$ cat src/rtl/short_circuit_tracker_if.sv
// Bundle of the control, issue and operand-select signals exchanged between
// the ID/EX issue logic and the short-circuit (forwarding/hazard) tracker.
interface short_circuit_tracker_if #(
  parameter int REG_ADDR_SIZE  = 5,
  parameter int FWD_STAGES     = 2,
  parameter int STALL_CNT_SIZE = 16
);
  localparam int SRC_W = $clog2(FWD_STAGES + 1);

  logic                      i_halt;
  logic                      i_flush;
  logic                      i_issue_valid;
  logic                      i_issue_wb;
  logic                      i_issue_is_load;
  logic [REG_ADDR_SIZE-1:0]  i_issue_dst;
  logic [REG_ADDR_SIZE-1:0]  i_id_rs;
  logic [REG_ADDR_SIZE-1:0]  i_id_rt;
  logic                      i_id_uses_rs;
  logic                      i_id_uses_rt;
  logic [REG_ADDR_SIZE-1:0]  i_ex_rs;
  logic [REG_ADDR_SIZE-1:0]  i_ex_rt;
  logic [SRC_W-1:0]          o_sc_data_a_src;
  logic [SRC_W-1:0]          o_sc_data_b_src;
  logic                      o_stall;
  logic [STALL_CNT_SIZE-1:0] o_stall_count;

  // Issue/pipeline side: drives requests, observes selects and stall
  modport master (
    output i_halt, i_flush, i_issue_valid, i_issue_wb, i_issue_is_load, i_issue_dst,
           i_id_rs, i_id_rt, i_id_uses_rs, i_id_uses_rt, i_ex_rs, i_ex_rt,
    input  o_sc_data_a_src, o_sc_data_b_src, o_stall, o_stall_count
  );

  // Tracker side
  modport slave (
    input  i_halt, i_flush, i_issue_valid, i_issue_wb, i_issue_is_load, i_issue_dst,
           i_id_rs, i_id_rt, i_id_uses_rs, i_id_uses_rt, i_ex_rs, i_ex_rt,
    output o_sc_data_a_src, o_sc_data_b_src, o_stall, o_stall_count
  );
endinterface

$ cat src/rtl/short_circuit_tracker.sv
// Forwarding/hazard tracker for the pipelined datapath.
// Keeps a shift pipeline of in-flight destinations (entry 0 = EX, 1 = EX/MEM,
// 2 = MEM/WB, ...), produces EX operand forwarding selects, detects load-use
// hazards for the instruction in ID and counts the stall cycles it inserts.
module short_circuit_tracker #(
  parameter int REG_ADDR_SIZE  = 5,
  parameter int FWD_STAGES     = 2,
  parameter int LOAD_FWD_STAGE = 2,
  parameter int STALL_CNT_SIZE = 16
) (
  input  logic                   i_clk,
  input  logic                   i_reset_n,
  short_circuit_tracker_if.slave sc
);
  localparam int SRC_W = $clog2(FWD_STAGES + 1);
  localparam int NENT  = FWD_STAGES + 1;

  typedef struct packed {
    logic                     valid;
    logic                     wb;
    logic                     is_load;
    logic [REG_ADDR_SIZE-1:0] dst;
  } entry_t;

  localparam entry_t ENTRY_NONE = entry_t'('0);

  entry_t                    entry_q [NENT];
  entry_t                    entry_d [NENT];
  logic [STALL_CNT_SIZE-1:0] cnt_q;
  logic [STALL_CNT_SIZE-1:0] cnt_d;
  logic                      stall_s;
  logic [SRC_W-1:0]          a_src_s;
  logic [SRC_W-1:0]          b_src_s;

  // Entry at stage k can supply register r (r0 never forwards; loads only
  // once their data has arrived at LOAD_FWD_STAGE).
  function automatic logic fwd_cand(entry_t e, int k, logic [REG_ADDR_SIZE-1:0] r);
    return e.valid && e.wb && (e.dst == r) && (r != {REG_ADDR_SIZE{1'b0}}) &&
           (!e.is_load || (k >= LOAD_FWD_STAGE));
  endfunction

  // Load in stage e whose result the ID instruction needs before it can forward.
  function automatic logic load_hazard(entry_t e);
    return e.valid && e.wb && e.is_load && (e.dst != {REG_ADDR_SIZE{1'b0}}) &&
           (((e.dst == sc.i_id_rs) && sc.i_id_uses_rs) ||
            ((e.dst == sc.i_id_rt) && sc.i_id_uses_rt));
  endfunction

  // Forwarding selects: scan oldest to youngest so the youngest match shadows older ones.
  always_comb begin
    a_src_s = {SRC_W{1'b0}};
    b_src_s = {SRC_W{1'b0}};
    for (int k = FWD_STAGES; k >= 1; k--) begin
      a_src_s = fwd_cand(entry_q[k], k, sc.i_ex_rs) ? SRC_W'(k) : a_src_s;
      b_src_s = fwd_cand(entry_q[k], k, sc.i_ex_rt) ? SRC_W'(k) : b_src_s;
    end
  end

  // Load-use stall: any too-young load feeding ID; flush and halt suppress it.
  always_comb begin
    stall_s = 1'b0;
    for (int j = 0; j < LOAD_FWD_STAGE - 1; j++) begin
      stall_s = stall_s | load_hazard(entry_q[j]);
    end
    if (sc.i_flush || sc.i_halt) begin
      stall_s = 1'b0;
    end else begin
      stall_s = stall_s;
    end
  end

  // Next state: shift the tracker, admit the issuing instruction or a bubble, count stalls.
  always_comb begin
    entry_d = entry_q;
    cnt_d   = cnt_q;
    if (!sc.i_halt) begin
      for (int k = 1; k < NENT; k++) begin
        entry_d[k] = entry_q[k-1];
      end
      if (sc.i_issue_valid && !stall_s && !sc.i_flush) begin
        entry_d[0] = '{valid: 1'b1, wb: sc.i_issue_wb, is_load: sc.i_issue_is_load,
                       dst: sc.i_issue_dst};
      end else begin
        entry_d[0] = ENTRY_NONE;
      end
      if (stall_s && (cnt_q != {STALL_CNT_SIZE{1'b1}})) begin
        cnt_d = cnt_q + {{(STALL_CNT_SIZE-1){1'b0}}, 1'b1};
      end else begin
        cnt_d = cnt_q;
      end
    end else begin
      entry_d = entry_q;
      cnt_d   = cnt_q;
    end
  end

  // State registers with asynchronous clear.
  always_ff @(posedge i_clk or negedge i_reset_n) begin
    if (!i_reset_n) begin
      for (int k = 0; k < NENT; k++) begin
        entry_q[k] <= ENTRY_NONE;
      end
      cnt_q <= {STALL_CNT_SIZE{1'b0}};
    end else begin
      entry_q <= entry_d;
      cnt_q   <= cnt_d;
    end
  end

  assign sc.o_sc_data_a_src = a_src_s;
  assign sc.o_sc_data_b_src = b_src_s;
  assign sc.o_stall         = stall_s;
  assign sc.o_stall_count   = cnt_q;
endmodule

$ cat src/flat_wrapper.sv
// flat-port wrapper written by rule: the top's interface ports become plain ports
module short_circuit_tracker_flat 
#(
  parameter int REG_ADDR_SIZE  = 5,
  parameter int FWD_STAGES     = 2,
  parameter int LOAD_FWD_STAGE = 2,
  parameter int STALL_CNT_SIZE = 16
)
  (i_clk, i_reset_n, sc_i_halt, sc_i_flush, sc_i_issue_valid, sc_i_issue_wb, sc_i_issue_is_load, sc_i_issue_dst, sc_i_id_rs, sc_i_id_rt, sc_i_id_uses_rs, sc_i_id_uses_rt, sc_i_ex_rs, sc_i_ex_rt, sc_o_sc_data_a_src, sc_o_sc_data_b_src, sc_o_stall, sc_o_stall_count);
  short_circuit_tracker_if #(.REG_ADDR_SIZE(REG_ADDR_SIZE), .FWD_STAGES(FWD_STAGES), .STALL_CNT_SIZE(STALL_CNT_SIZE)) sc_i ();
  input  logic i_clk;
  input  logic i_reset_n;
  input wire logic [$bits(sc_i.i_halt)-1:0] sc_i_halt;
  input wire logic [$bits(sc_i.i_flush)-1:0] sc_i_flush;
  input wire logic [$bits(sc_i.i_issue_valid)-1:0] sc_i_issue_valid;
  input wire logic [$bits(sc_i.i_issue_wb)-1:0] sc_i_issue_wb;
  input wire logic [$bits(sc_i.i_issue_is_load)-1:0] sc_i_issue_is_load;
  input wire logic [$bits(sc_i.i_issue_dst)-1:0] sc_i_issue_dst;
  input wire logic [$bits(sc_i.i_id_rs)-1:0] sc_i_id_rs;
  input wire logic [$bits(sc_i.i_id_rt)-1:0] sc_i_id_rt;
  input wire logic [$bits(sc_i.i_id_uses_rs)-1:0] sc_i_id_uses_rs;
  input wire logic [$bits(sc_i.i_id_uses_rt)-1:0] sc_i_id_uses_rt;
  input wire logic [$bits(sc_i.i_ex_rs)-1:0] sc_i_ex_rs;
  input wire logic [$bits(sc_i.i_ex_rt)-1:0] sc_i_ex_rt;
  output wire logic [$bits(sc_i.o_sc_data_a_src)-1:0] sc_o_sc_data_a_src;
  output wire logic [$bits(sc_i.o_sc_data_b_src)-1:0] sc_o_sc_data_b_src;
  output wire logic [$bits(sc_i.o_stall)-1:0] sc_o_stall;
  output wire logic [$bits(sc_i.o_stall_count)-1:0] sc_o_stall_count;
  assign sc_i.i_halt = sc_i_halt;
  assign sc_i.i_flush = sc_i_flush;
  assign sc_i.i_issue_valid = sc_i_issue_valid;
  assign sc_i.i_issue_wb = sc_i_issue_wb;
  assign sc_i.i_issue_is_load = sc_i_issue_is_load;
  assign sc_i.i_issue_dst = sc_i_issue_dst;
  assign sc_i.i_id_rs = sc_i_id_rs;
  assign sc_i.i_id_rt = sc_i_id_rt;
  assign sc_i.i_id_uses_rs = sc_i_id_uses_rs;
  assign sc_i.i_id_uses_rt = sc_i_id_uses_rt;
  assign sc_i.i_ex_rs = sc_i_ex_rs;
  assign sc_i.i_ex_rt = sc_i_ex_rt;
  assign sc_o_sc_data_a_src = sc_i.o_sc_data_a_src;
  assign sc_o_sc_data_b_src = sc_i.o_sc_data_b_src;
  assign sc_o_stall = sc_i.o_stall;
  assign sc_o_stall_count = sc_i.o_stall_count;
  short_circuit_tracker #(.REG_ADDR_SIZE(REG_ADDR_SIZE), .FWD_STAGES(FWD_STAGES), .LOAD_FWD_STAGE(LOAD_FWD_STAGE), .STALL_CNT_SIZE(STALL_CNT_SIZE)) u_core (.i_clk(i_clk), .i_reset_n(i_reset_n), .sc(sc_i));
endmodule
$ cat config.mk
export PLATFORM = sky130hd
export DESIGN_NAME = short_circuit_tracker_flat
export DESIGN_NICKNAME = d
export VERILOG_FILES = /design/src/rtl/short_circuit_tracker_if.sv /design/src/rtl/short_circuit_tracker.sv /design/src/flat_wrapper.sv
export SDC_FILE = /design/constraint.sdc
export NUM_CORES = 1
export LEC_CHECK = 0
export BUFFER_PORTS_ARGS = -buffer_cell sky130_fd_sc_hd__buf_2
export CAP_MARGIN = 20
export CORE_ASPECT_RATIO = 0.75
export CORE_MARGIN = 4
export CORE_UTILIZATION = 40
export CTS_CLUSTER_SIZE = 12
export DETAILED_ROUTE_END_ITERATION = 10
export PLACE_DENSITY = 0.66
export SYNTH_ARGS = -nofsm -noshare
export SYNTH_HDL_FRONTEND = slang
export SYNTH_SLANG_ARGS = --single-unit
$ cat constraint.sdc
create_clock -name i_clk -period 2.1 [get_ports i_clk]
set_clock_uncertainty 0.2 [all_clocks]
set_input_delay 0.21 -clock i_clk [delete_from_list [all_inputs] [get_ports i_clk]]
set_output_delay 0.21 -clock i_clk [all_outputs]
set_load 0.1 [all_outputs]
==> impl_results.md, run 1 <==
- Pwr dens: 508 nW/um^2
- Average cell area after synthesis: 11.9 sq um
- Crit-path max FO: 3
- Total power draw: 1.73 mW
- Layout overhead on the synthesized area: 59.9%
- Number of buffers created by CTS: 5
- Number of standard-cell rows in the floorplan: 22
- Number of failing hold endpoints at the final stage: 0
- Largest net degree at the start of global routing: 40
- Type of the tightest min-delay check: primary input to flop
- Sequential element share of the synthesized area: 0.459
- Slew HR: 0.674
- Category of the critical setup timing path: flop to primary output
- Number of maximum-capacitance constraint violations: 0
- Global route total overflow: 0
- Number of distinct library cells after synthesis: 28
- Count of mapped cells out of synthesis: 179
- Total Die Area: 6560 sq um
- Arrival time at the worst endpoint: 1.85 ns
- Sequential power share: 0.479
- Cell at the root of the clock tree: sky130_fd_sc_hd__clkbuf_8
- Bufs on Longest Clock Path: 2
- Synth cell count leaders: sky130_fd_sc_hd__dfrtp_1 (39), sky130_fd_sc_hd__xor2_1 (27), sky130_fd_sc_hd__xnor2_1 (18), sky130_fd_sc_hd__mux2_2 (16)
- Clock H-tree levels: 2
- Global-route wire length before repair: 8870 um
- Number of I/O port buffers: 54
- Proportion of layout cells with a drive suffix above 1: 0.608
- Top post-synthesis cells by area: sky130_fd_sc_hd__dfrtp_1 (46%), sky130_fd_sc_hd__xor2_1 (11%), sky130_fd_sc_hd__mux2_2 (8.5%)
- Chip Width: 92.2 um
- Clock share of power: 0.370
- Outcome: complete, but fails checks
- Internal power contribution: 1.32 mW
- Highest achievable clock rate: 0.442 GHz
- Effective utilization at floorplan: 0.424
- Post-layout min period: 2.26 ns
- Proportion of netlist area held by the largest area contributor: 0.459
- Peak supply drop: 0.369 mV
- Fraction of power spent switching nets: 0.237
- Post-Layout Inst Area: 3400 sq um
- Routed length per placed instance: 14.9 um
- Violated checks: negative setup slack
- Setup repair after global routing missed its margin: yes
- Sort of element at the start of the critical path: flop
- Number of flops mapped to enable cells by yosys: 0
- Weighted congestion at the end of routability-driven global placement: 0.814
- Clock Latency Late Sink: 0.28 ns
- Sw Pwr: 409 uW
- Number of ports placed on the die boundary: 55
- Placed inst area: 2870 sq um
- Comb power frac: 0.151
- Critical path launch point: u_core.entry_q[18]
- Number of DRC violations after detailed-routing iteration 0: 68
- Fill cell instance count of the final layout: 403
- Drc violations: 0
- Total global-route track usage: 0.167
- Most common cell in the synthesized netlist: sky130_fd_sc_hd__dfrtp_1
- Via density: 4.94
- Core ar.: 5010 sq um
- Total wire length: 5350 um
- Worst endpoint required time: 1.69 ns
- CTS sink count: 39
- Slew at the pin closest to its max-slew limit: 0.489 ns
- Antenna diode count: 0
- Total number of vias: 1767
- Number of nets in the final layout: 320
- Final Slew Violations: 0
- Synthesized cell area: 2130 sq um
- Dominant synthesized flop cell: sky130_fd_sc_hd__dfrtp_1
- Post-synth top area cell: sky130_fd_sc_hd__dfrtp_1
- Final count of negative-setup-slack endpoints: 26
- Static power due to leakage: 1.58 nW
- Area of combinational cells with multiple inputs: 1360 sq um
- Origin of the worst min-delay path: sc_i_issue_valid
- First-pass DRT Iterations: 4
- Synth Net Count: 214
- Detail Route Antenna Nets: 0
- Launch point of the worst reg-to-reg path: u_core.entry_q[18]
- Final Worst Setup Slack: -0.163 ns
- Final worst path period share: 1.08
- Count of yosys warnings during synthesis: 0
- Final worst hold slack: 0.153 ns
- Number of cells in the finished layout apart from fillers: 358
- Flop and latch count out of synthesis: 39
- Number of global-route vias before repair: 1861
- TritonCTS clock tree: built
- Element type at the critical path end: primary output
- Share of synthesized flip-flops with an asynchronous set or reset: 1.00
- Dpl cells: 326
- Clock transition at path regs: 0.08 ns
- Die height: 71.1 um
- Footprint of the flip-flops and latches: 1010 sq um
- Initial antenna violation count: 0
- DP Wirelength: 3750 um
final timing paths:
| path | to | slack (ns) | cells past startpoint |
|---|---|---|---|
| worst max-delay path | sc_o_stall | -0.16 | 6 |
| min in group asynchronous | u_core.entry_q[20] | 0.31 | 3 |
| worst max register to register | u_core.sc.o_stall_count[1] | -0.11 | 8 |
| worst min-delay path | u_core.entry_q[23] | 0.15 | 3 |
| max in group asynchronous | u_core.sc.o_stall_count[1] | 1.00 | 3 |
| worst min register to register | u_core.sc.o_stall_count[10] | 0.29 | 1 |
placed cells by master, fill, tap and decap left out, drive strengths merged:
cell type,count
buf,97
dfrtp,39
xor2,27
xnor2,18
nor4,17
mux2,16
nand4,9
nand3,8
dlygate4sd3,8
nor2,8
a22o,7
clkbuf,6
nand2,5
and3,4
or4,3
nor4b,3
and2,1
a32oi,1
o211ai,1
and4,1
inv,1
nor3,1
o211a,1
a21o,1
ha,1
bufinv,1
clkinv,1
registers in the layout (all words and copies together) (netlist names):
name                     flops
u_core.entry_q              23
u_core.sc.o_stall_count     16
what timing repair did:
item                                   CTS  global route
pin swaps                               14            14
setup buffers                            9             7
gates resized for setup                 23            15
endpoints found under the hold margin   46             0
hold buffers                             8             0
setup endpoints to repair               25            27
cell families after synthesis:
| group | count (synthesis) | share of synthesized area |
|---|---|---|
| simple gates | 60 | 0.196 |
| xor+xnor | 45 | 0.185 |
| flops | 39 | 0.459 |
| mux | 16 | 0.0848 |
| compound gates | 11 | 0.0506 |
| buf+inv | 7 | 0.0182 |
| fa+ha+maj | 1 | 0.00588 |
per-stage QoR:
step / setup TNS [ns] / setup slack, ns / util
after global placement: -0.234 / -0.0514 / 0.572
after global routing: -3.58 / -0.212 / 0.678
after detailed placement: -0.845 / -0.105 / 0.572
after floorplan: -1.28 / -0.542 / -
final: -1.86 / -0.163 / 0.678
after CTS: -0.995 / -0.158 / 0.648
power by group through the flow:
| stage | clock network, mW | registers (mW) | logic (mW) |
|---|---|---|---|
| global placement | 0 | 0.841 | 0.212 |
| finish | 0.639 | 0.828 | 0.261 |
| global route | 0.682 | 0.834 | 0.286 |
| CTS | 0.649 | 0.827 | 0.242 |
| floorplan | 0 | 0.829 | 0.128 |
| detailed placement | 0 | 0.843 | 0.215 |
cell type report:
| class | count | share of cell area |
|---|---|---|
| Clock inverter | 2 | 0.0103 |
| Timing Repair Buffer | 105 | 0.239 |
| Tap cell | 72 | 0.0265 |
| Inverter | 1 | 0.00110 |
| Multi-Input combinational cell | 133 | 0.401 |
| Clock buffer | 6 | 0.0243 |
| Sequential cell | 39 | 0.298 |
worst max-delay path, cell delays in order, from the launching register on:
cell and delay (ns):
sky130_fd_sc_hd__dfrtp_1 0.43, sky130_fd_sc_hd__buf_6 0.14, sky130_fd_sc_hd__or4_4 0.47, sky130_fd_sc_hd__o211ai_2 0.19, sky130_fd_sc_hd__buf_6 0.14, sky130_fd_sc_hd__nor2_4 0.04
sky130_fd_sc_hd__buf_12 0.15
routing by layer:
| layer | GRT usage | routed length, um |
|---|---|---|
| met1 | 0.242 | 2610 |
| met2 | 0.261 | 2540 |
| met3 | 0.0351 | 183 |
| met4 | 0.0297 | 19 |
| met5 | 0 | 0 |
No activity file was read; power rests on OpenSTA's default activity.
==> run 2: changes to the inputs <==
CORE_UTILIZATION = 30   (was 40)
PLACE_DENSITY = default   (was 0.66)
==> run 2 against run 1 <==
Highest routed layer unchanged. Critical path depth fell by 1. Count of clock-buffer cells in the layout fell by 1. The flow still finishes with violations (negative setup slack). Critical path type unchanged. Worst hold slack got worse by 0.071 ns. Largest power group unchanged. Flip-flop and latch count did not move.
==> impl_results.md, run 2 (synthesis results as in run 1) <==
- Post-route met1 wirelength: 2930 um (+13%)
- Sequential power share: 0.473 (-0.006)
- Layout overhead on the synthesized area: 71.0%
- Static power due to leakage: 1.64 nW (+4.1%)
- Fill cell instance count of the final layout: 594 (+47%)
- Number of global-route vias before repair: 1816 (-2.4%)
- Element type at the critical path end: primary output
- Final count of negative-setup-slack endpoints: 28 (+7.7%)
- Detailed-routed wire length on met3: 232 um (+27%)
- Initial antenna violation count: 0 (unchanged)
- Violated checks: negative setup slack
- Number of maximum-capacitance constraint violations: 0 (unchanged)
- Type of the tightest min-delay check: primary input to async pin
- CTS sink count: 39 (unchanged)
- Total wire length: 6030 um (+13%)
- DP Wirelength: 4170 um (+11%)
- Setup repair after global routing missed its margin: yes
- Area of combinational cells with multiple inputs: 1470 sq um (+7.5%)
- Core ar.: 6860 sq um (+37%)
- Post-layout min period: 2.27 ns (+0.00202 ns)
- Slew at the pin closest to its max-slew limit: 0.501 ns (+0.0122 ns)
- Highest achievable clock rate: 0.441 GHz (about the same)
- Sort of element at the start of the critical path: flop
- TritonCTS clock tree: built
- Number of I/O port buffers: 54 (unchanged)
- Global-route wire length before repair: 9270 um (+4.5%)
- Global route total overflow: 0 (unchanged)
- Largest net degree at the start of global routing: 24 (-40%)
- Outcome: complete, but fails checks
- Number of ports placed on the die boundary: 55 (unchanged)
- Total global-route track usage: 0.135 (-0.0316)
- Bufs on Longest Clock Path: 2 (unchanged)
- Footprint of the flip-flops and latches: 1020 sq um (+0.49%)
- WL met2: 2820 um (+11%)
- Clock Latency Late Sink: 0.29 ns (about the same)
- Most common cell after layout, fill and taps aside: sky130_fd_sc_hd__buf_2
- Arrival time at the worst endpoint: 1.86 ns (about the same)
- Cell at the root of the clock tree: sky130_fd_sc_hd__clkbuf_8
- Slew HR: 0.668 (-0.00582)
- Most used cells in the layout excluding fill and tap cells: sky130_fd_sc_hd__buf_2 (49), sky130_fd_sc_hd__buf_4 (38), sky130_fd_sc_hd__xor2_1 (25), sky130_fd_sc_hd__dfrtp_2 (18), sky130_fd_sc_hd__dfrtp_1 (16)
- Routed length per placed instance: 15.4 um (+3.0%)
- Max Used Layer: met4
- Effective utilization at floorplan: 0.310 (-0.115)
- Largest Register: u_core.entry_q
- Clock share of power: 0.362 (-0.008)
- Proportion of layout cells with a drive suffix above 1: 0.650 (+0.0413)
- Detail Route Antenna Nets: 0 (unchanged)
- Placed inst area: 2950 sq um (+3.1%)
- Max FFs per register: 23 (unchanged)
- Final Worst Setup Slack: -0.165 ns (-0.00202 ns)
- Antenna diode count: 0 (unchanged)
- Final Slew Violations: 0 (unchanged)
- Number of failing hold endpoints at the final stage: 0 (unchanged)
- Total number of vias: 1822 (+3.1%)
- Total Die Area: 8510 sq um (+30%)
- Pwr dens: 482 nW/um^2 (-5.1%)
- Number of buffers created by CTS: 5 (unchanged)
- Die height: 80.9 um (+14%)
- Worst endpoint required time: 1.69 ns (about the same)
- Comb power frac: 0.165 (+0.014)
- Final worst path period share: 1.08 (about the same)
- Fraction of power spent switching nets: 0.253 (+0.0165)
- Clock transition at path regs: 0.08 ns (about the same)
- Chip Width: 105 um (+14%)
- Clock H-tree levels: 2 (unchanged)
- Setup TNS: -1.60 ns (+0.264 ns)
- Internal power contribution: 1.31 mW (-0.73%)
- Number of nets in the final layout: 328 (+2.5%)
- First-pass DRT Iterations: 5 (+1)
- Category of the critical setup timing path: flop to primary output
- Sw Pwr: 444 uW (+8.5%)
- Peak supply drop: 0.387 mV (+5.0%)
- Number of standard-cell rows in the floorplan: 26 (+18%)
- Via density: 4.65 (-5.8%)
- Number of DRC violations after detailed-routing iteration 0: 38 (-44%)
- Weighted congestion at the end of routability-driven global placement: 0.881 (+8.2%)
- Final worst hold slack: 0.0821 ns (-0.0712 ns)
- Drc violations: 0 (unchanged)
- Crit-path max FO: 4 (+1)
- Post-Layout Inst Area: 3630 sq um (+7.0%)
- Worst r2r path cells: 7 (-1)
run 2: what timing repair did:
action,4_1_cts,5_1_grt
buffers inserted,4,16
pin swaps,12,25
gates cloned,1,0
endpoints found under the hold margin,46,0
gates resized for setup,24,34
hold buffers,8,0
setup endpoints to repair,25,29
run 2: critical path, stage by stage, from the launching register on:
cell and delay, ns:
sky130_fd_sc_hd__dfrtp_2 0.45, sky130_fd_sc_hd__or4_4 0.56, sky130_fd_sc_hd__o211ai_4 0.21, sky130_fd_sc_hd__buf_12 0.15
sky130_fd_sc_hd__nor2_4 0.04, sky130_fd_sc_hd__buf_12 0.15
run 2: per-layer routing:
metal / up-vias / global-route usage
met1: 896 / 0.198
met4: 0 / 0.0236
met3: 4 / 0.0262
met2: 37 / 0.209
li1: 885 / -
met5: - / 0
run 2: layout make-up:
class / instances / area share
flip-flops and latches: 39 / 0.280
well taps: 98 / 0.0337
repair buffers: 113 / 0.250
multi-input cells: 133 / 0.403
clock inverters: 3 / 0.0131
clock buffers: 5 / 0.0189
inverters: 1 / 0.00103
run 2: power by group through the flow:
stage               Clock (mW)  Sequential [mW]  Combinational (mW)
floorplan                    0            0.829               0.128
global placement             0            0.839               0.219
detailed placement           0            0.840               0.222
CTS                      0.659            0.825               0.253
global route             0.689            0.836               0.314
finish                   0.634            0.829               0.289
run 2: path summary, 6_finish.rpt:
check	startpoint	end	slack, ns
max	u_core.entry_q[16]	sc_o_stall	-0.17
min	i_reset_n	u_core.sc.o_stall_count[12]	0.08
max reg2reg	u_core.entry_q[16]	u_core.sc.o_stall_count[1]	-0.12
min reg2reg	u_core.sc.o_stall_count[10]	u_core.sc.o_stall_count[10]	0.28
max in group asynchronous	i_reset_n	u_core.entry_q[18]	1.13
min in group i_clk	sc_i_issue_valid	u_core.entry_q[23]	0.15
run 2: per-stage QoR:
step,setup WS [ns],power [mW],instances,util
after floorplan,-0.542,0.957,179,-
after global placement,-0.0921,1.06,356,0.430
after detailed placement,-0.114,1.06,356,0.430
after CTS,-0.192,1.74,377,0.487
after global routing,-0.269,1.84,392,0.530
final,-0.165,1.75,392,0.530
